### config.mk
export PLATFORM = sky130hd
export DESIGN_NAME = pcie_tx
export DESIGN_NICKNAME = d
export VERILOG_FILES = /design/src/rtl/pcie_tx_pkg.sv /design/src/rtl/pcie_tx_cmdq.sv /design/src/rtl/pcie_tx.sv
export SDC_FILE = /design/constraint.sdc
export NUM_CORES = 1
export LEC_CHECK = 0
export ABC_AREA = 1
export CAP_MARGIN = 25
export CELL_PAD_IN_SITES_DETAIL_PLACEMENT = 2
export CELL_PAD_IN_SITES_GLOBAL_PLACEMENT = 2
export CORE_MARGIN = 2
export CORE_UTILIZATION = 35
export DETAILED_ROUTE_END_ITERATION = 10
export HOLD_SLACK_MARGIN = 0.15
export PLACE_DENSITY = 0.9
export SYNTH_ARGS = -nofsm -noshare
export SYNTH_HDL_FRONTEND = slang
export SYNTH_SLANG_ARGS = --single-unit
### constraint.sdc
create_clock -name clk -period 3.6 [get_ports clk]
set_clock_uncertainty 0.05 [all_clocks]
set_input_delay 0.54 -clock clk [delete_from_list [all_inputs] [get_ports clk]]
set_output_delay 0.54 -clock clk [all_outputs]
set_load 0.01 [all_outputs]
### src/rtl/pcie_tx_pkg.sv
// Shared definitions for the PCIe-style transmit block: FSM encoding,
// outgoing word layout and the command length decoding rule.
package pcie_tx_pkg;

  typedef enum logic {
    ST_IDLE = 1'b0,
    ST_SEND = 1'b1
  } state_t;

  localparam int DO_VC      = 5;
  localparam int DO_DEST    = 4;
  localparam int DO_SEQ_LSB = 0;
  localparam int SEQ_W      = 4;
  localparam int NUM_FLOWS  = 4;

  // A zero length field stands for a full 16-word packet.
  function automatic logic [8:0] len_words(input logic [7:0] len);
    if (len == 8'd0) return 9'd16;
    return {1'b0, len};
  endfunction

endpackage

### src/rtl/pcie_tx_cmdq.sv
// Command queue: circular buffer with read/write pointers and an occupancy
// count that stays correct when a push and a pop land in the same cycle.
module pcie_tx_cmdq #(
  parameter int DEPTH = 4,
  parameter int W     = 6
) (
  input  logic         clk,
  input  logic         reset_L,
  input  logic         i_init,
  input  logic         i_push,
  input  logic         i_pop,
  input  logic [W-1:0] i_din,
  output logic [W-1:0] o_dout,
  output logic         o_full,
  output logic         o_empty
);

  localparam int PW = (DEPTH > 1) ? $clog2(DEPTH) : 1;
  localparam int CW = $clog2(DEPTH + 1);

  logic [W-1:0]  r_mem [DEPTH];
  logic [PW-1:0] r_wr;
  logic [PW-1:0] r_rd;
  logic [CW-1:0] r_cnt;
  logic          w_push;
  logic          w_pop;

  assign o_full  = (r_cnt == CW'(DEPTH));
  assign o_empty = (r_cnt == '0);
  assign w_push  = i_push && !o_full;
  assign w_pop   = i_pop && !o_empty;
  assign o_dout  = r_mem[r_rd];

  function automatic logic [PW-1:0] next_ptr(input logic [PW-1:0] p);
    if (p == PW'(DEPTH - 1)) return '0;
    return p + 1'b1;
  endfunction

  always_ff @(posedge clk) begin
    if (w_push && !i_init) r_mem[r_wr] <= i_din;
  end

  always_ff @(posedge clk or negedge reset_L) begin
    if (!reset_L) begin
      r_wr  <= '0;
      r_rd  <= '0;
      r_cnt <= '0;
    end else if (i_init) begin
      r_wr  <= '0;
      r_rd  <= '0;
      r_cnt <= '0;
    end else begin
      if (w_push) r_wr <= next_ptr(r_wr);
      if (w_pop)  r_rd <= next_ptr(r_rd);
      case ({w_push, w_pop})
        2'b10:   r_cnt <= r_cnt + 1'b1;
        2'b01:   r_cnt <= r_cnt - 1'b1;
        default: r_cnt <= r_cnt;
      endcase
    end
  end

endmodule

### src/rtl/pcie_tx.sv
// Transmit engine: queues packet commands and streams each packet as words
// tagged with vc, dest and a per-flow sequence number, stalling on pause.
module pcie_tx
  import pcie_tx_pkg::*;
#(
  parameter int WORD_SIZE = 6,
  parameter int CMD_DEPTH = 4,
  parameter int LEN_W     = 4
) (
  input  logic                 clk,
  input  logic                 reset_L,
  input  logic                 init,
  input  logic                 cmd_valid,
  output logic                 cmd_ready,
  input  logic                 cmd_vc,
  input  logic                 cmd_dest,
  input  logic [LEN_W-1:0]     cmd_len,
  input  logic                 pause,
  output logic [WORD_SIZE-1:0] data_out,
  output logic                 push_out,
  output logic                 idle,
  output logic [7:0]           words_sent
);

  localparam int QW = LEN_W + 2;

  state_t           r_state;
  logic             r_vc;
  logic             r_dest;
  logic [8:0]       r_remain;
  logic [SEQ_W-1:0] r_seq [NUM_FLOWS];
  logic [7:0]       r_words;

  logic             w_q_full;
  logic             w_q_empty;
  logic [QW-1:0]    w_q_dout;
  logic             w_accept;
  logic             w_push;
  logic             w_last;
  logic             w_pop;
  logic [1:0]       w_flow;
  logic [WORD_SIZE-1:0] w_word;

  assign cmd_ready  = !w_q_full;
  assign w_accept   = cmd_valid && !w_q_full && !init;
  assign w_push     = (r_state == ST_SEND) && !pause;
  assign w_last     = w_push && (r_remain == 9'd1);
  assign w_pop      = !init && !w_q_empty && ((r_state == ST_IDLE) || w_last);
  assign w_flow     = {r_vc, r_dest};
  assign push_out   = w_push;
  assign idle       = (r_state == ST_IDLE) && w_q_empty;
  assign words_sent = r_words;
  assign data_out   = w_word;

  pcie_tx_cmdq #(.DEPTH(CMD_DEPTH), .W(QW)) u_cmdq (
    .clk     (clk),
    .reset_L (reset_L),
    .i_init  (init),
    .i_push  (w_accept),
    .i_pop   (w_pop),
    .i_din   ({cmd_vc, cmd_dest, cmd_len}),
    .o_dout  (w_q_dout),
    .o_full  (w_q_full),
    .o_empty (w_q_empty)
  );

  // The word is held (not advanced) while paused, so nothing is skipped.
  always_comb begin
    w_word = '0;
    if (r_state == ST_SEND) begin
      w_word[DO_VC]                   = r_vc;
      w_word[DO_DEST]                 = r_dest;
      w_word[DO_SEQ_LSB +: SEQ_W]     = r_seq[w_flow];
    end
  end

  always_ff @(posedge clk or negedge reset_L) begin
    if (!reset_L) begin
      r_state  <= ST_IDLE;
      r_vc     <= 1'b0;
      r_dest   <= 1'b0;
      r_remain <= '0;
      r_words  <= '0;
      for (int i = 0; i < NUM_FLOWS; i++) r_seq[i] <= '0;
    end else if (init) begin
      r_state  <= ST_IDLE;
      r_vc     <= 1'b0;
      r_dest   <= 1'b0;
      r_remain <= '0;
      r_words  <= '0;
      for (int i = 0; i < NUM_FLOWS; i++) r_seq[i] <= '0;
    end else begin
      if (w_push) begin
        r_seq[w_flow] <= r_seq[w_flow] + 1'b1;
        r_words       <= r_words + 8'd1;
      end
      case (r_state)
        ST_IDLE: begin
          if (!w_q_empty) begin
            r_state  <= ST_SEND;
            r_vc     <= w_q_dout[LEN_W+1];
            r_dest   <= w_q_dout[LEN_W];
            r_remain <= len_words(8'(w_q_dout[LEN_W-1:0]));
          end
        end
        ST_SEND: begin
          if (w_last) begin
            if (!w_q_empty) begin
              r_vc     <= w_q_dout[LEN_W+1];
              r_dest   <= w_q_dout[LEN_W];
              r_remain <= len_words(8'(w_q_dout[LEN_W-1:0]));
            end else begin
              r_state  <= ST_IDLE;
            end
          end else if (w_push) begin
            r_remain <= r_remain - 9'd1;
          end
        end
        default: r_state <= ST_IDLE;
      endcase
    end
  end

endmodule

# Yosys cells after proc, flatten, opt, wreduce, memory -nomap -nowiden
# Memories as Yosys holds them, arrays and structs flattened.
# Index checks and enable logic that the tools add are counted.
[classes] n_reduce_logical=23 n_shift=0 addsub=7 muxes=57 n_bitwise=2 mul=0 n_div=0 magnitude_cmp=2 eq_ne=10
[op_table] operator="two-way mux 9 bit" n=8
[op_table] operator="two-way mux 16 bit" n=2
[op_table] operator="two-way mux 1 bit" n=24
[op_table] operator="case mux 9 bit (2 select lines)" n=1
[op_table] operator="bitwise mux 16 bit" n=1
[op_table] operator="two-way mux 2 bit" n=8
[op_table] operator="two-way mux 8 bit" n=2
[op_table] operator="two-way mux 4 bit" n=3
[op_table] operator="logical AND 1 bit" n=11
[op_table] operator="== test 9 x 1 -> 1 bit, second input constant" n=1
[op_table] operator="subtractor 9 x 1 -> 9 bit, second input constant" n=1
[op_table] operator="adder 8 x 1 -> 8 bit, second input constant" n=1
[op_table] operator="binary-select mux 4 bit (select 2 bit)" n=1
[op_table] operator="demux 4 bit (select 2 bit)" n=1
[op_table] operator="== test 2 bit, second input constant" n=3
[op_table] operator="two-way mux 6 bit" n=1
[op_table] operator="case mux 1 bit (2 select lines)" n=3
[op_table] operator="case mux 3 bit (2 select lines)" n=1
[op_table] operator="nonzero test 2 bit" n=3
[op_table] operator="adder 2 x 1 -> 2 bit, second input constant" n=2
[op_table] operator="adder 4 x 1 -> 4 bit, second input constant" n=1
[op_table] operator="zero test 1 bit" n=4
[op_table] operator="zero test 4 bit" n=1
[op_table] operator="!= test 4 x 2 -> 1 bit, second input constant" n=1
[op_table] operator="16 further kinds" n=16
[totals] ram_bits=24 rom_bits=0 latch_bits=0 ff_bits=43 output_inout_bits=17 inputBits=11 word_cells=114 n_memories=1
[mem_list] memory="u_cmdq.r_mem" words=4 width=6 read_ports=1 rd_clocked_by_memory_dff=0 write_ports=1 line="pcie_tx_cmdq.sv:21" source="logic [W-1:0] r_mem [DEPTH];"

# Longest topological paths before layout
# Gate-level depths: netlist (run 1).
# An unclocked memory read counts as a cell.
[depth] depth_word=12 mapped_depth=13 ltp_nobuf=13

# By module
# Synthesis (run 1) repeated with hierarchy kept, for this count alone.
[hier_totals] cells_unflattened=427 hier_area_um2=3583.4
[by_module_without_submodules] mod="pcie_tx" seq_area_each_um2=900.9 instances=1 area_per_inst_um2=2175.8 cells_each=301
[by_module_without_submodules] mod="pcie_tx_cmdq" seq_area_each_um2=895.9 instances=1 area_per_inst_um2=1407.6 cells_each=126

# Worst setup path after synthesis (run 1)
# OpenSTA, ideal clock, no wires.
[synth_timing] path_type="input -> register" start="in init" end="reg u_cmdq.r_cnt[2]" required_time_ns=3.433 n_path_buf=1 path_stages=12 setup_ns=0.117 arrival_time_ns=1.932 slack_ns=1.500 cell_sequence="buf_2 > inv_2 > nand3_2 > nand3_2 > inv_1 > fa_1 > xnor2_1 > inv_1 > nand2_1 > nand2_1 > nand3_1 > nand2_1"
[synth_via] elab_chain_len=7 word_cells_on_any_way=11 classes_between="eq/ne: 2; mux: 2; reduce/logical: 7"
[synth_rtl] item="start: declaration" line="pcie_tx.sv:12" source="input logic init,"
[synth_rtl] item="zero test 1 bit" line="pcie_tx.sv:45, pcie_tx.sv:48"
[synth_rtl] item="logical AND 1 bit (2 in a row)" line="pcie_tx.sv:48" source="assign w_pop = !init && !w_q_empty && ((r_state == ST_IDLE) || w_last);"
[synth_rtl] item="logical AND 1 bit" line="pcie_tx_cmdq.sv:31" source="assign w_pop = i_pop && !o_empty;"
[synth_rtl] item="== test 2 x 1 -> 1 bit or == test 2 bit (tied branches)" line="pcie_tx_cmdq.sv:55" source="case ({w_push, w_pop})"
[synth_rtl] item="case mux 3 bit (2 select lines)" line="pcie_tx_cmdq.sv:55"
[synth_rtl] item="two-way mux 3 bit" line="pcie_tx_cmdq.sv:48" source="end else if (i_init) begin"
[synth_rtl] item="end signal: assignment" line="pcie_tx_cmdq.sv:56" source="2'b10: r_cnt <= r_cnt + 1'b1;"
[synth_rtl] item="end signal: assignment" line="pcie_tx_cmdq.sv:57" source="2'b01: r_cnt <= r_cnt - 1'b1;"
[synth_rtl] item="end signal: assignment" line="pcie_tx_cmdq.sv:58" source="default: r_cnt <= r_cnt;"
[synth_rtl] item="end: declaration" line="pcie_tx_cmdq.sv:24" source="logic [CW-1:0] r_cnt;"
# Parallel ways exist; a longest one is shown, timed or not.
# A chain may end at the register's enable or synchronous reset.

# Worst setup path in the final report (run 1)
[layout_timing] start="reg r_dest" end="out data_out[2]"
[layout_via] elab_chain_len=5
[layout_rtl] item="start: declaration" line="pcie_tx.sv:29" source="logic r_dest;"
[layout_rtl] item="start signal: assignment" line="pcie_tx.sv:102" source="r_dest <= w_q_dout[LEN_W];"
[layout_rtl] item="start signal: assignment" line="pcie_tx.sv:110" source="r_dest <= w_q_dout[LEN_W];"
[layout_rtl] item="NOT 2 -> 3 bit (implied by the code)" line="pcie_tx.sv:73" source="w_word[DO_SEQ_LSB +: SEQ_W] = r_seq[w_flow];"
[layout_rtl] item="binary-select mux 4 bit (select 2 bit)" line="pcie_tx.sv:73"
[layout_rtl] item="two-way mux 4 bit (implied by the code) (2 in a row)" line="pcie_tx.sv:73"
[layout_rtl] item="two-way mux 6 bit" line="pcie_tx.sv:70" source="if (r_state == ST_SEND) begin"
[layout_rtl] item="end: declaration" line="pcie_tx.sv:19" source="output logic [WORD_SIZE-1:0] data_out,"
# No other way between the ends. The select of a mux whose other input is x is not followed.

==> out/results.txt, run 1 <==
Wire segments on met3 add up to 243 µm in the final route. The floorplan has 36 rows. The worst path needs 2.83 ns of the cycle, external delays included. For the sum of negative setup slack, the log shows 0 ns. The tools report the maximum count of clock buffers along a single path as 2. The path class of the tightest hold or removal check is reg -> reg.

Routed signal wires occupy layers up through met4. IR analysis of the VDD net gives a maximum drop of 0.308 mV. The die outline area is 0.0109 mm², and the number of fillers in the final layout is 1111.

The async set or reset register ratio after synthesis works out to 64.2%. The run gives 3.01 ns as the critical path required time. The worst register-to-register path begins at u_cmdq.r_cnt[1]. The number of DRC violations after detailed routing is 0, and the number of top-level pins is 28.

The tools report the root buffer cell as sky130_fd_sc_hd__clkbuf_8. TritonCTS built the clock tree. The run gives 4 as the detailed-router iteration count before antenna repair.

The die is 104 µm wide. Final antenna-violating net count: 0. Input and output buffers added on the ports amount to 27. Averaged over all synthesized cells, the footprint is 8.76 µm². The share of the Yosys chip area taken by registers is 50.9%.

The worst hold path passes through 2 cells. The analysis attributes to cell leakage a power of 0.00189 µW. For the distinct cell type count after synthesis, the log shows 39.

The number of synthesized register bits came out at 67. The endpoint of the most critical register-to-register path is u_cmdq.r_cnt[2]. For the share of the core filled with cells in the final layout, the log shows 42.5%.

The most used flip-flop cell after synthesis was sky130_fd_sc_hd__dfrtp_1. Kind of end point of the critical path: an output port. In this run the cell area measured after placement is 0.00392 mm².

The H-tree was split into 3 levels. The post-synthesis to final-layout area growth came out at 17.6%. For hold timing, the worst endpoint is r_seq[7]. The clock-pin slew reported for the worst setup and hold paths after clock tree synthesis is 0.08 ns. CTS saw 67 sinks. First-pass GRT wire length: 17100 µm. Counting cells, the worst reg-to-reg path comes to 10. The fraction of layout cells with a size suffix above 1 came out at 11.3%. The tools report the post-synth design cell area as 0.00353 mm². After detailed routing, the average wire length per cell comes to 17.5 µm. Global routing consumed, over all layers together, 19.9% of the routing resources. Category of the worst setup path launch point: a flop. After detailed routing, the wire length on met1 is 4530 µm. The final-report max-slew violation count was 0; the number of warnings issued by yosys was 0. The global route total overflow came out at 0. The tools report the final non-filler cell area as 0.00415 mm².

For the number of hold violations in the final report, the log shows 0. The final critical path takes up 78.7% of the cycle. Dividing total power by cell area gives a power density of 673 mW/mm². The detailed router placed 2916 vias in this run. Clock latency on the worst-skew pair, taken at its later pin, is 0.36 ns. The number of buffers created by CTS was 9; the actual transition at the worst max-transition pin was 0.607 ns. STA puts the critical path data arrival time at 2.24 ns. Across the run, the number of max-cap violations was 0. In this run, the number of DRC markers left after iteration 0 of detailed routing was 99.

The setup slack of the most critical reg-to-reg path came out at 1.21 ns. The run finished with clean final reports. After technology mapping, the gate count stands at 403. The tools report the wire length on met2 as 5200 µm.

The final-report setup violation count is 0. For the routed wire length, the log shows 10100 µm. The initial antenna violation count is 0, and the number of enable-type register cells in the synthesized netlist is 24. The net count after synthesis is 424.

The detailed placer's ending HPWL came out at 7250 µm. Entering global routing, the biggest net connects 44 pins. The ratio of routed vias to standard cells was 5.07. Once the floorplan was initialized, standard cells occupied 36.1% of the core. Measured against its own limit, the worst slew margin works out to 59.4%. The critical path is of the reg -> out type.

Setup repair after global routing left no endpoint under its margin. The run gives 0 as the post-cts repair resize count. The tools report the launching element of the worst setup path as r_dest. In this run the most critical hold path is launched from r_seq[7]. The tools report the total inserted antenna cells as 0. The run gives 3269 as the via count of the first global-routing pass. At the end of routability-driven placement, the weighted congestion stood at 0.764. The die is 104 µm tall. In this run the standard cell core region covers 0.00977 mm².

The tools report the maximum clock frequency as 353 MHz. Of all nets on the critical path, the largest fanout is 6. The final layout contains 458 nets.
==> sequential cells by signal, indices dropped and copies added (netlist names) <==
name,count
u_cmdq.r_cnt,3
words_sent,8
r_dest,1
r_seq,16
u_cmdq.r_wr,2
u_cmdq.r_mem,24
r_state,1
u_cmdq.r_rd,2
r_vc,1
r_remain,9
==> worst max-delay path by stage <==
stage	to	slack, ns	depth (start not counted)
2_1_floorplan	u_cmdq.r_cnt[2]	1.50	12
3_3_place_gp	u_cmdq.r_cnt[2]	0.89	11
3_5_place_dp	u_cmdq.r_cnt[2]	0.77	12
4_1_cts	data_out[1]	0.76	4
5_1_grt	data_out[2]	0.60	6
6_report	data_out[2]	0.77	6
==> cell type report <==
| class | count | area, µm² | area share [%] |
|---|---|---|---|
| inverters | 53 | 206 | 4.97 |
| clock inverters | 7 | 76.3 | 1.84 |
| well taps | 133 | 166 | 4.01 |
| repair buffers | 30 | 303 | 7.30 |
| multi-input cells | 276 | 1480 | 35.6 |
| clock buffers | 9 | 124 | 2.98 |
| flip-flops and latches | 67 | 1800 | 43.3 |
==> placed cells by master (no fill, tap or decap), types with 3 or more instances in the layout <==
cell type,netlist,routed
sky130_fd_sc_hd__clkdlybuf4s50_1,0,26
sky130_fd_sc_hd__a21oi_1,12,12
sky130_fd_sc_hd__o21ai_0,22,22
sky130_fd_sc_hd__nand2_1,105,105
sky130_fd_sc_hd__edfxtp_1,24,24
sky130_fd_sc_hd__clkbuf_8,0,9
sky130_fd_sc_hd__inv_6,1,3
sky130_fd_sc_hd__inv_1,46,46
sky130_fd_sc_hd__nand2_4,3,3
sky130_fd_sc_hd__ha_1,9,9
sky130_fd_sc_hd__o21ai_2,5,5
sky130_fd_sc_hd__nand3_2,3,3
sky130_fd_sc_hd__xor2_1,4,4
sky130_fd_sc_hd__nor2_1,36,36
sky130_fd_sc_hd__o22ai_1,5,5
sky130_fd_sc_hd__clkinv_1,2,3
sky130_fd_sc_hd__nand2_2,7,7
sky130_fd_sc_hd__inv_2,3,3
sky130_fd_sc_hd__nand3_1,35,35
sky130_fd_sc_hd__dfrtp_1,43,43
sky130_fd_sc_hd__nand4_1,6,6
sky130_fd_sc_hd__o21ai_1,3,3
==> stage by stage <==
stage               setup slack (ns)  hold WS, ns  power (µW)  instances
floorplan                       1.50        0.194        1810        403
global placement               0.892        0.416        2060        557
detailed placement             0.772        0.424        2140        557
CTS                            0.763        0.346        2830        573
global route                   0.599        0.484        3000        575
finish                         0.766        0.444        2790        575
==> critical path, stage by stage (launching register included) <==
cell and delay [ns]:
sky130_fd_sc_hd__dfrtp_1 0.47, sky130_fd_sc_hd__nor2_1 0.38, sky130_fd_sc_hd__nand2_1 0.11, sky130_fd_sc_hd__nand4_1 0.21, sky130_fd_sc_hd__inv_1 0.07, sky130_fd_sc_hd__nor2_1 0.11
sky130_fd_sc_hd__clkdlybuf4s50_1 0.54
==> timing repair <==
| item | in CTS | in global routing |
|---|---|---|
| hold buffers | 0 | 1 |
| setup buffers | 0 | 0 |
| hold endpoints to repair | 0 | 5 |
==> per-layer routing <==
metal	vias up	global-route usage [%]
met1	1479	24.8
met3	11	4.45
met2	40	34.7
li1	1386	-
met5	-	0
met4	0	5.12
==> cell families after synthesis <==
| logic type | after synthesis | synth area share, % |
|---|---|---|
| adder cells (fa/ha/maj) | 10 | 3.76 |
| AND/OR/NAND/NOR | 208 | 27.7 |
| AO/OA/AOI/OAI | 53 | 9.15 |
| XOR/XNOR | 5 | 1.24 |
| buffers and inverters | 60 | 7.20 |
| flip-flops | 67 | 50.9 |
==> where the power goes <==
part | switching [µW] | leakage (µW) | internal [µW]
sequential | 148 | 0.000804 | 900
clock | 335 | 0.0000979 | 325
combinational | 712 | 0.000993 | 372
total | 1200 | 0.00189 | 1600
==> cell usage after synthesis, types with 2 or more instances <==
cell type / number / area [µm²]
sky130_fd_sc_hd__o21ai_2: 5 / 43.8
sky130_fd_sc_hd__buf_6: 2 / 22.5
sky130_fd_sc_hd__inv_2: 3 / 11.3
sky130_fd_sc_hd__nand4_1: 6 / 37.5
sky130_fd_sc_hd__nor2_4: 2 / 22.5
sky130_fd_sc_hd__nand2_2: 7 / 43.8
sky130_fd_sc_hd__clkinv_1: 2 / 7.51
sky130_fd_sc_hd__nand2_1: 105 / 394
sky130_fd_sc_hd__o21ai_0: 22 / 110
sky130_fd_sc_hd__nor2_2: 2 / 12.5
sky130_fd_sc_hd__o21ai_1: 3 / 15.0
sky130_fd_sc_hd__ha_1: 9 / 113
sky130_fd_sc_hd__a32o_1: 2 / 20.0
sky130_fd_sc_hd__nand2_4: 3 / 33.8
sky130_fd_sc_hd__inv_1: 46 / 173
sky130_fd_sc_hd__nor3_1: 2 / 10.0
sky130_fd_sc_hd__nand3_2: 3 / 30.0
sky130_fd_sc_hd__a21oi_1: 12 / 60.1
sky130_fd_sc_hd__edfxtp_1: 24 / 721
sky130_fd_sc_hd__a22oi_1: 2 / 15.0
sky130_fd_sc_hd__nand3_1: 35 / 175
sky130_fd_sc_hd__nor2_1: 36 / 135
sky130_fd_sc_hd__xor2_1: 4 / 35.0
sky130_fd_sc_hd__buf_2: 5 / 25.0
sky130_fd_sc_hd__o22ai_1: 5 / 31.3
sky130_fd_sc_hd__dfrtp_1: 43 / 1080
Power figures use the tool's default switching activity.
==> run 2: changes to the inputs <==
==> constraint.sdc (replaced) <==
create_clock -name clk -period 2.7 [get_ports clk]
set_clock_uncertainty 0.05 [all_clocks]
set_input_delay 0.405 -clock clk [delete_from_list [all_inputs] [get_ports clk]]
set_output_delay 0.405 -clock clk [all_outputs]
set_load 0.01 [all_outputs]
==> run 2 against run 1 <==
Net effect:
- worst setup slack worse by 0.68 ns
- clock power is 30% higher
- worst hold slack better by 0.0029 ns
- via count is 2.3% higher
- global-route usage is 2.7 points higher
- critical endpoint unchanged
- largest cell class unchanged
- highest routed layer unchanged
==> out/results.txt, run 2 (synthesized netlist as in run 1, its figures left out) <==
The tools report the total inserted antenna cells as 0 (unchanged). The number of buffers created by CTS was 9 (unchanged). The tools report the kind of end point of the critical path as an output port. Final-report setup violation count: 0 (unchanged). The met2 global-route usage came out at 39.4% (+4.8 points). The run gives 58.0% (-1.4 points) as the tightest slew margin relative to the limit. The maximum number of pins on one net before global-route repair was 29 (-34%); the actual transition at the worst max-transition pin was 0.628 ns (+0.0213 ns). The x dimension of the die is 104 µm (unchanged).

The final-report max-slew violation count came out at 0 (unchanged). For the setup slack of the most critical reg-to-reg path, the log shows 0.35 ns (-0.86 ns). The run gives 0.445 mV (+44%) as the highest ir drop seen on vdd. For the die outline area, the log shows 0.0109 mm² (unchanged). The worst hold path terminates at r_seq[3].

Routed length per instance: 19.6 µm (+12%). The logs give 42.8% (+0.31 points) for the share of the core filled with cells in the final layout and 2 (unchanged) for the maximum count of clock buffers along a single path. Based on the critical path, the design can be clocked at up to 383 MHz. The number of cells on the worst reg-to-reg path came out at 11 (+1). Leaving out fill and tap cells, the most frequent cells in the layout are sky130_fd_sc_hd__nand2_1 (105), sky130_fd_sc_hd__inv_1 (45), sky130_fd_sc_hd__dfrtp_1 (43). The logs give 0 (unchanged) for the number of max-capacitance violations reported and 0 (unchanged) for the number of DRC violations after detailed routing.

The number of nets in the layout is 463 (+1.1%), and the detailed router's first-iteration violation count is 98 (-1.0%). The clock-pin slew reported for the worst setup and hold paths after clock tree synthesis is 0.08 ns (about the same). Commonest non-fill, non-tap cell in the layout: sky130_fd_sc_hd__nand2_1.

Flip-flop count of the largest register, all copies and words added: 24 (unchanged). Subtracting the final worst setup slack from the clock period gives 2.61 ns. The global routing usage summed across all routing layers was 22.6% (+2.7 points); the detailed placer's ending HPWL was 7540 µm (+3.9%).

The run gives 67 (unchanged) as the total clock sinks. The number of top-level pins came out at 28 (unchanged). The highest-utilization routing layer at the global route stage was met2. The portion of the clock cycle consumed by the worst path in the final layout was 96.7%. The run gives 3 (unchanged) as the maximum level of the CTS H-tree. The tools report the via count of the first global-routing pass as 3392 (+3.8%). Height of the die: 104 µm (unchanged).

Post-synthesis to final-layout area growth: 18.5%. TritonCTS built the clock tree. Setup repair after global routing could not meet its margin everywhere. STA classifies the critical path startpoint as a flop. The fraction of met1 tracks used by global routing was 27.6% (+2.8 points). The placeable core region came out at 0.00977 mm² (unchanged). Critical setup path kind: reg -> out. The starting density of the core was 36.1% (unchanged); the final antenna-violating net count was 0 (unchanged).

The flow ran to the end, and the final reports show no timing, DRC or antenna violations. The instance count after placement with tap cells included is 563 (+1.1%). The min-delay analysis places its worst path in the category reg -> reg. The run gives 0 (unchanged) as the initial antenna violation count.

The signal arrival time at the worst endpoint came out at 2.16 ns (-0.08 ns). In the final layout, the registers with the most flip-flops are u_cmdq.r_mem (24), r_seq (16), r_remain (9). Routed wire length: 11400 µm (+13%). The ratio of total power to cell area was 915 mW/mm² (+36%). Endpoint of the most critical register-to-register path: u_cmdq.r_cnt[2]. The first-pass GRT wire length was 19000 µm (+11%); the met3 usage in global routing was 4.39% (-0.063 points). The clock insertion delay at the later pin of the skew report was 0.35 ns (about the same); the count of vias placed by the detailed router was 2982 (+2.3%). The number of fillers in the final layout is 1086 (-2.3%). Clock tree synthesis selected as its root buffer the cell sky130_fd_sc_hd__clkbuf_8. The ratio of routed vias to standard cells came out at 5.14 (+1.4%). For the static power due to leakage, the log shows 0.00190 µW (+0.46%). The fraction of layout cells with a size suffix above 1 works out to 13.0% (+1.7 points). For the global route total overflow, the log shows 0 (unchanged).

The maximum fanout along the worst path was 6 (unchanged). The number of cells on the worst hold path came out at 2 (unchanged). The routability congestion estimate from global placement was 0.801 (+4.8%). The count of input and output buffers was 27 (unchanged); the number of rows created at floorplan was 36 (unchanged). u_cmdq.r_mem holds more flip-flops than any other register. Startpoint of the tightest hold check path: r_seq[3]. The final instance count without filler cells came out at 580 (+0.87%).

The tools report the post-CTS setup buffer count as 0 (unchanged). The startpoint identified for the worst register-to-register timing path is u_cmdq.r_cnt[0]. The number of hold violations in the final report is 0 (unchanged), and the critical path required time is 2.25 ns (-0.76 ns).

For the detailed-router iteration count before antenna repair, the log shows 4 (unchanged).
run 2: cell types whose count changed in the layout (fill, tap and decap cells not counted), sizes merged:
cell | before | now
buf | 3 | 8
clkinv | 5 | 4
clkinvlp | 1 | 4
inv | 53 | 51
run 2: critical path: stages (launching register included):
cell and delay (ns):
sky130_fd_sc_hd__dfrtp_1 0.51, sky130_fd_sc_hd__nor2_2 0.27, sky130_fd_sc_hd__nand2_1 0.13, sky130_fd_sc_hd__nand4_1 0.21
sky130_fd_sc_hd__inv_1 0.07, sky130_fd_sc_hd__nor2_1 0.09, sky130_fd_sc_hd__clkdlybuf4s50_1 0.54
run 2: worst max path at each step:
stage / startpoint / to / slack [ns] / cells after the start
final: r_dest / data_out[2] / 0.09 / 6
after global routing: r_dest / data_out[2] / -0.08 / 6
after CTS: r_dest / data_out[2] / 0.004 / 6
after detailed placement: init / u_cmdq.r_cnt[2] / 0.19 / 11
after global placement: pause / u_cmdq.r_cnt[2] / 0.36 / 12
after floorplan: init / u_cmdq.r_cnt[2] / 0.74 / 12
run 2: report_power, final:
part / switching, µW / internal [µW] / total, µW
clock network: 433 / 422 / 855
registers: 213 / 1200 / 1410
logic: 1040 / 519 / 1560
total: 1680 / 2140 / 3820
run 2: metrics by stage:
step	hold slack, ns	setup slack (ns)	cell area [µm²]	power, µW	TNS, ns
final	0.447	0.0884	4180	3820	0
after global routing	0.474	-0.0803	4180	4120	-0.0803
after CTS	0.450	0.00355	4170	3850	0
after detailed placement	0.315	0.189	3970	2890	0
after global placement	0.317	0.359	3970	2770	0
after floorplan	0.0594	0.735	3530	2410	0
run 2: cell type report:
cell class	count	area, µm²	area share [%]
clock buffer	9	124	2.96
timing repair buffer	35	328	7.84
clock inverter	7	68.8	1.65
tap	133	166	3.98
multi-input combinational	276	1490	35.6
inverter	53	206	4.94
sequential	67	1800	43.0
run 2: per-layer routing:
layer,up-vias,routed length (µm)
met5,-,0
met4,0,324
met3,28,265
met2,55,5960
met1,1506,4820
li1,1393,-
run 2: timing repair:
item | in CTS | in global routing
gates resized for setup | 0 | 4
endpoints found under the hold margin | 15 | 0
setup endpoints to repair | 0 | 4
hold buffers | 1 | 0
==> run 3: changes to the inputs <==
--- a/config.mk
+++ b/config.mk
@@ -9,11 +9,11 @@
 export CAP_MARGIN = 25
 export CELL_PAD_IN_SITES_DETAIL_PLACEMENT = 2
 export CELL_PAD_IN_SITES_GLOBAL_PLACEMENT = 2
-export CORE_MARGIN = 2
-export CORE_UTILIZATION = 35
+export CORE_MARGIN = 1
+export CORE_UTILIZATION = 36
 export DETAILED_ROUTE_END_ITERATION = 10
 export HOLD_SLACK_MARGIN = 0.15
-export PLACE_DENSITY = 0.9
+export PLACE_DENSITY = 0.91
 export SYNTH_ARGS = -nofsm -noshare
 export SYNTH_HDL_FRONTEND = slang
 export SYNTH_SLANG_ARGS = --single-unit
==> run 3 against run 2 <==
Net effect:
- global-route usage grew 3.9 points
- worst setup slack improved by 0.039 ns
- first-iteration DRC count grew 9.2%
- total power grew 4.4%
- largest power group unchanged
- highest routed layer unchanged
==> out/results.txt, run 3 (synthesized netlist as in run 1, its figures left out) <==
The maximum count of clock buffers along a single path was 2 (unchanged); the portion of the clock cycle consumed by the worst path in the final layout was 95.3% (-1.5 points). The detailed placer's ending HPWL is 7680 µm (+1.9%). The global route total overflow is 0 (unchanged).

The x dimension of the die came out at 101 µm (-3.3%). The largest registers in the layout are u_cmdq.r_mem (24), r_seq (16), r_remain (9). The run gives 37.7% (+1.6 points) as the starting density of the core. The run finished with clean final reports.

For the critical path required time, the log shows 2.25 ns (about the same). The startpoint identified for the worst register-to-register timing path is u_cmdq.r_cnt[1]. The time the worst path needs with I/O delays and setup is 2.57 ns (-0.0394 ns).

The height of the die is 101 µm (-3.3%). The number of DRC violations after detailed routing came out at 0 (unchanged). Startpoint of the tightest hold check path: r_seq[7]. The ratio of routed vias to standard cells works out to 5.31 (+3.3%). TritonCTS built the clock tree. The flip-flop count of the largest register, all copies and words added is 24 (unchanged). The die outline area was 0.0102 mm² (-6.4%); the total clock sinks was 67 (unchanged). The detailed router's first-iteration violation count was 107 (+9.2%). Count of input and output buffers: 27 (unchanged).

Ratio of total power to cell area: 948 mW/mm² (+3.6%). The number of buffers created by CTS is 9 (unchanged), and the actual transition at the worst max-transition pin is 0.769 ns (+0.141 ns). The final-report max-slew violation count was 0 (unchanged). The endpoint identified for the worst register-to-register timing path is u_cmdq.r_cnt[2]. The tools report the routability congestion estimate from global placement as 0.801 (about the same).

The maximum level of the CTS H-tree is 3 (unchanged). From synthesis to final layout, the design area changed by 19.4%. The min-delay analysis places its worst path in the category reg -> reg. The category of the worst setup path launch point is a flop. The critical path is of the reg -> out type. The fraction of layout cells with a size suffix above 1 came out at 13.4% (+0.42 points).

Setup repair after global routing left no endpoint under its margin. The cell sitting at the root of the clock tree is a sky130_fd_sc_hd__clkbuf_8. Ranked by flip-flop count, first place goes to u_cmdq.r_mem. Tightest slew margin relative to the limit: 48.8% (-9.2 points). Global routing usage summed across all routing layers: 26.4% (+3.9 points). The number of hold violations in the final report was 0 (unchanged); the number of cells on the worst hold path was 2 (unchanged). The instance count after placement with tap cells included came out at 560 (-0.53%). For the maximum clock frequency, the log shows 389 MHz (+1.5%). The routed wire length is 12000 µm (+5.9%). The highest ir drop seen on vdd is 0.416 mV (-6.5%).

The setup slack of the most critical reg-to-reg path was 0.20 ns (-0.15 ns). The library cell used most frequently in the layout, excluding fill and tap cells, is sky130_fd_sc_hd__nand2_1. The run gives 0 (unchanged) as the number of max-capacitance violations reported. The sum of negative setup slack came out at 0 ns (unchanged). The run gives 19800 µm (+4.3%) as the first-pass GRT wire length. In the layout the commonest cells are sky130_fd_sc_hd__nand2_1 (105), sky130_fd_sc_hd__inv_1 (45), sky130_fd_sc_hd__dfrtp_1 (42). The post-CTS setup buffer count came out at 0 (unchanged). The count of vias placed by the detailed router was 3063 (+2.7%); the clock insertion delay at the later pin of the skew report was 0.36 ns (about the same). Terminating pin of the worst hold path: r_seq[7]. The number of top-level pins was 28 (unchanged); the number of cells on the worst reg-to-reg path was 10 (-1). The tools report the detailed-router iteration count before antenna repair as 4 (unchanged). The run gives 0 (unchanged) as the final-report setup violation count. For the initial antenna violation count, the log shows 0 (unchanged).

The run gives 0 (unchanged) as the total inserted antenna cells. The final instance count without filler cells was 577 (-0.52%). For the final antenna-violating net count, the log shows 0 (unchanged).

For the via count of the first global-routing pass, the log shows 3535 (+4.2%). The run gives 2.12 ns (-0.04 ns) as the signal arrival time at the worst endpoint. The routed length per instance works out to 20.9 µm (+6.5%).

Kind of end point of the critical path: an output port. For the worst hold slack, the log shows 0.458 ns (+0.0118 ns). The tools report the static power due to leakage as 0.00193 µW (+1.2%). The maximum fanout along the worst path is 6 (unchanged). The clock-pin slew reported for the worst setup and hold paths after clock tree synthesis works out to 0.09 ns (about the same). The maximum number of pins on one net before global-route repair came out at 31 (+6.9%). The number of nets in the layout was 464 (+0.22%); the placeable core region was 0.00937 mm² (-4.1%). Number of rows created at floorplan: 35 (-2.8%).
## run 3: changes by cell type in the layout (fill, tap and decap cells not counted), sizes merged
cell      before  now
buf            8    9
clkinvlp       4    2
bufinv         1    2
inv           51   52
## run 3: report_power, final
group          internal, µW  switching [µW]
logic                   517            1060
registers              1200             214
clock network           527             471
## run 3: timing repair
item | in CTS | in global routing
gates cloned | 0 | 0
gates resized for setup | 1 | 3
endpoints found under the setup margin | 1 | 4
endpoints found under the hold margin | 28 | 0
hold buffers | 1 | 0
## run 3: layout make-up
cell class                      instances  area (µm²)
Timing Repair Buffer                   36         335
Multi-Input combinational cell        276        1490
Inverter                               53         206
Tap cell                              129         161
Clock inverter                          7         101
Sequential cell                        67        1800
Clock buffer                            9         124
Fill cell                            1036        5160
## run 3: stage by stage
step                      cell area [µm²]  worst slack [ns]  power [µW]  utilization [%]
after floorplan                      3530             0.735        2410                -
after global placement               3970             0.359        2770             42.3
after detailed placement             3970             0.132        2910             42.3
after CTS                            4210           0.00439        4020             44.9
after global routing                 4210            0.0120        4240             44.9
final                                4210             0.128        3990             44.9
## run 3: critical path, stage by stage, from the launching register on
cell and delay [ns]:
sky130_fd_sc_hd__dfrtp_1 0.55, sky130_fd_sc_hd__nand2_1 0.16, sky130_fd_sc_hd__inv_2 0.11, sky130_fd_sc_hd__nand2_1 0.09, sky130_fd_sc_hd__nand4_1 0.17, sky130_fd_sc_hd__inv_1 0.06, sky130_fd_sc_hd__nor2_1 0.09, sky130_fd_sc_hd__clkdlybuf4s50_1 0.54
## run 3: how the worst max path moves through the flow
stage                      start         endpoint  slack (ns)  cells past startpoint
after global placement     pause  u_cmdq.r_cnt[2]        0.36                     11
after detailed placement    init  u_cmdq.r_cnt[2]        0.13                     11
final                     r_dest      data_out[2]        0.13                      7
after CTS                 r_dest      data_out[2]       0.004                      6
after floorplan             init  u_cmdq.r_cnt[2]        0.74                     12
after global routing      r_dest      data_out[2]        0.01                      7
## run 3: routing by layer
| layer | share of wire (%) | global-route usage (%) | wire, µm | vias to the layer above |
|---|---|---|---|---|
| li1 | - | - | - | 1401 |
| met1 | 40 | 29.8 | 4820 | 1543 |
| met2 | 53 | 47.5 | 6350 | 84 |
| met3 | 3.4 | 5.48 | 414 | 35 |
| met4 | 3.8 | 12.9 | 461 | 0 |
| met5 | 0 | 0 | 0 | - |
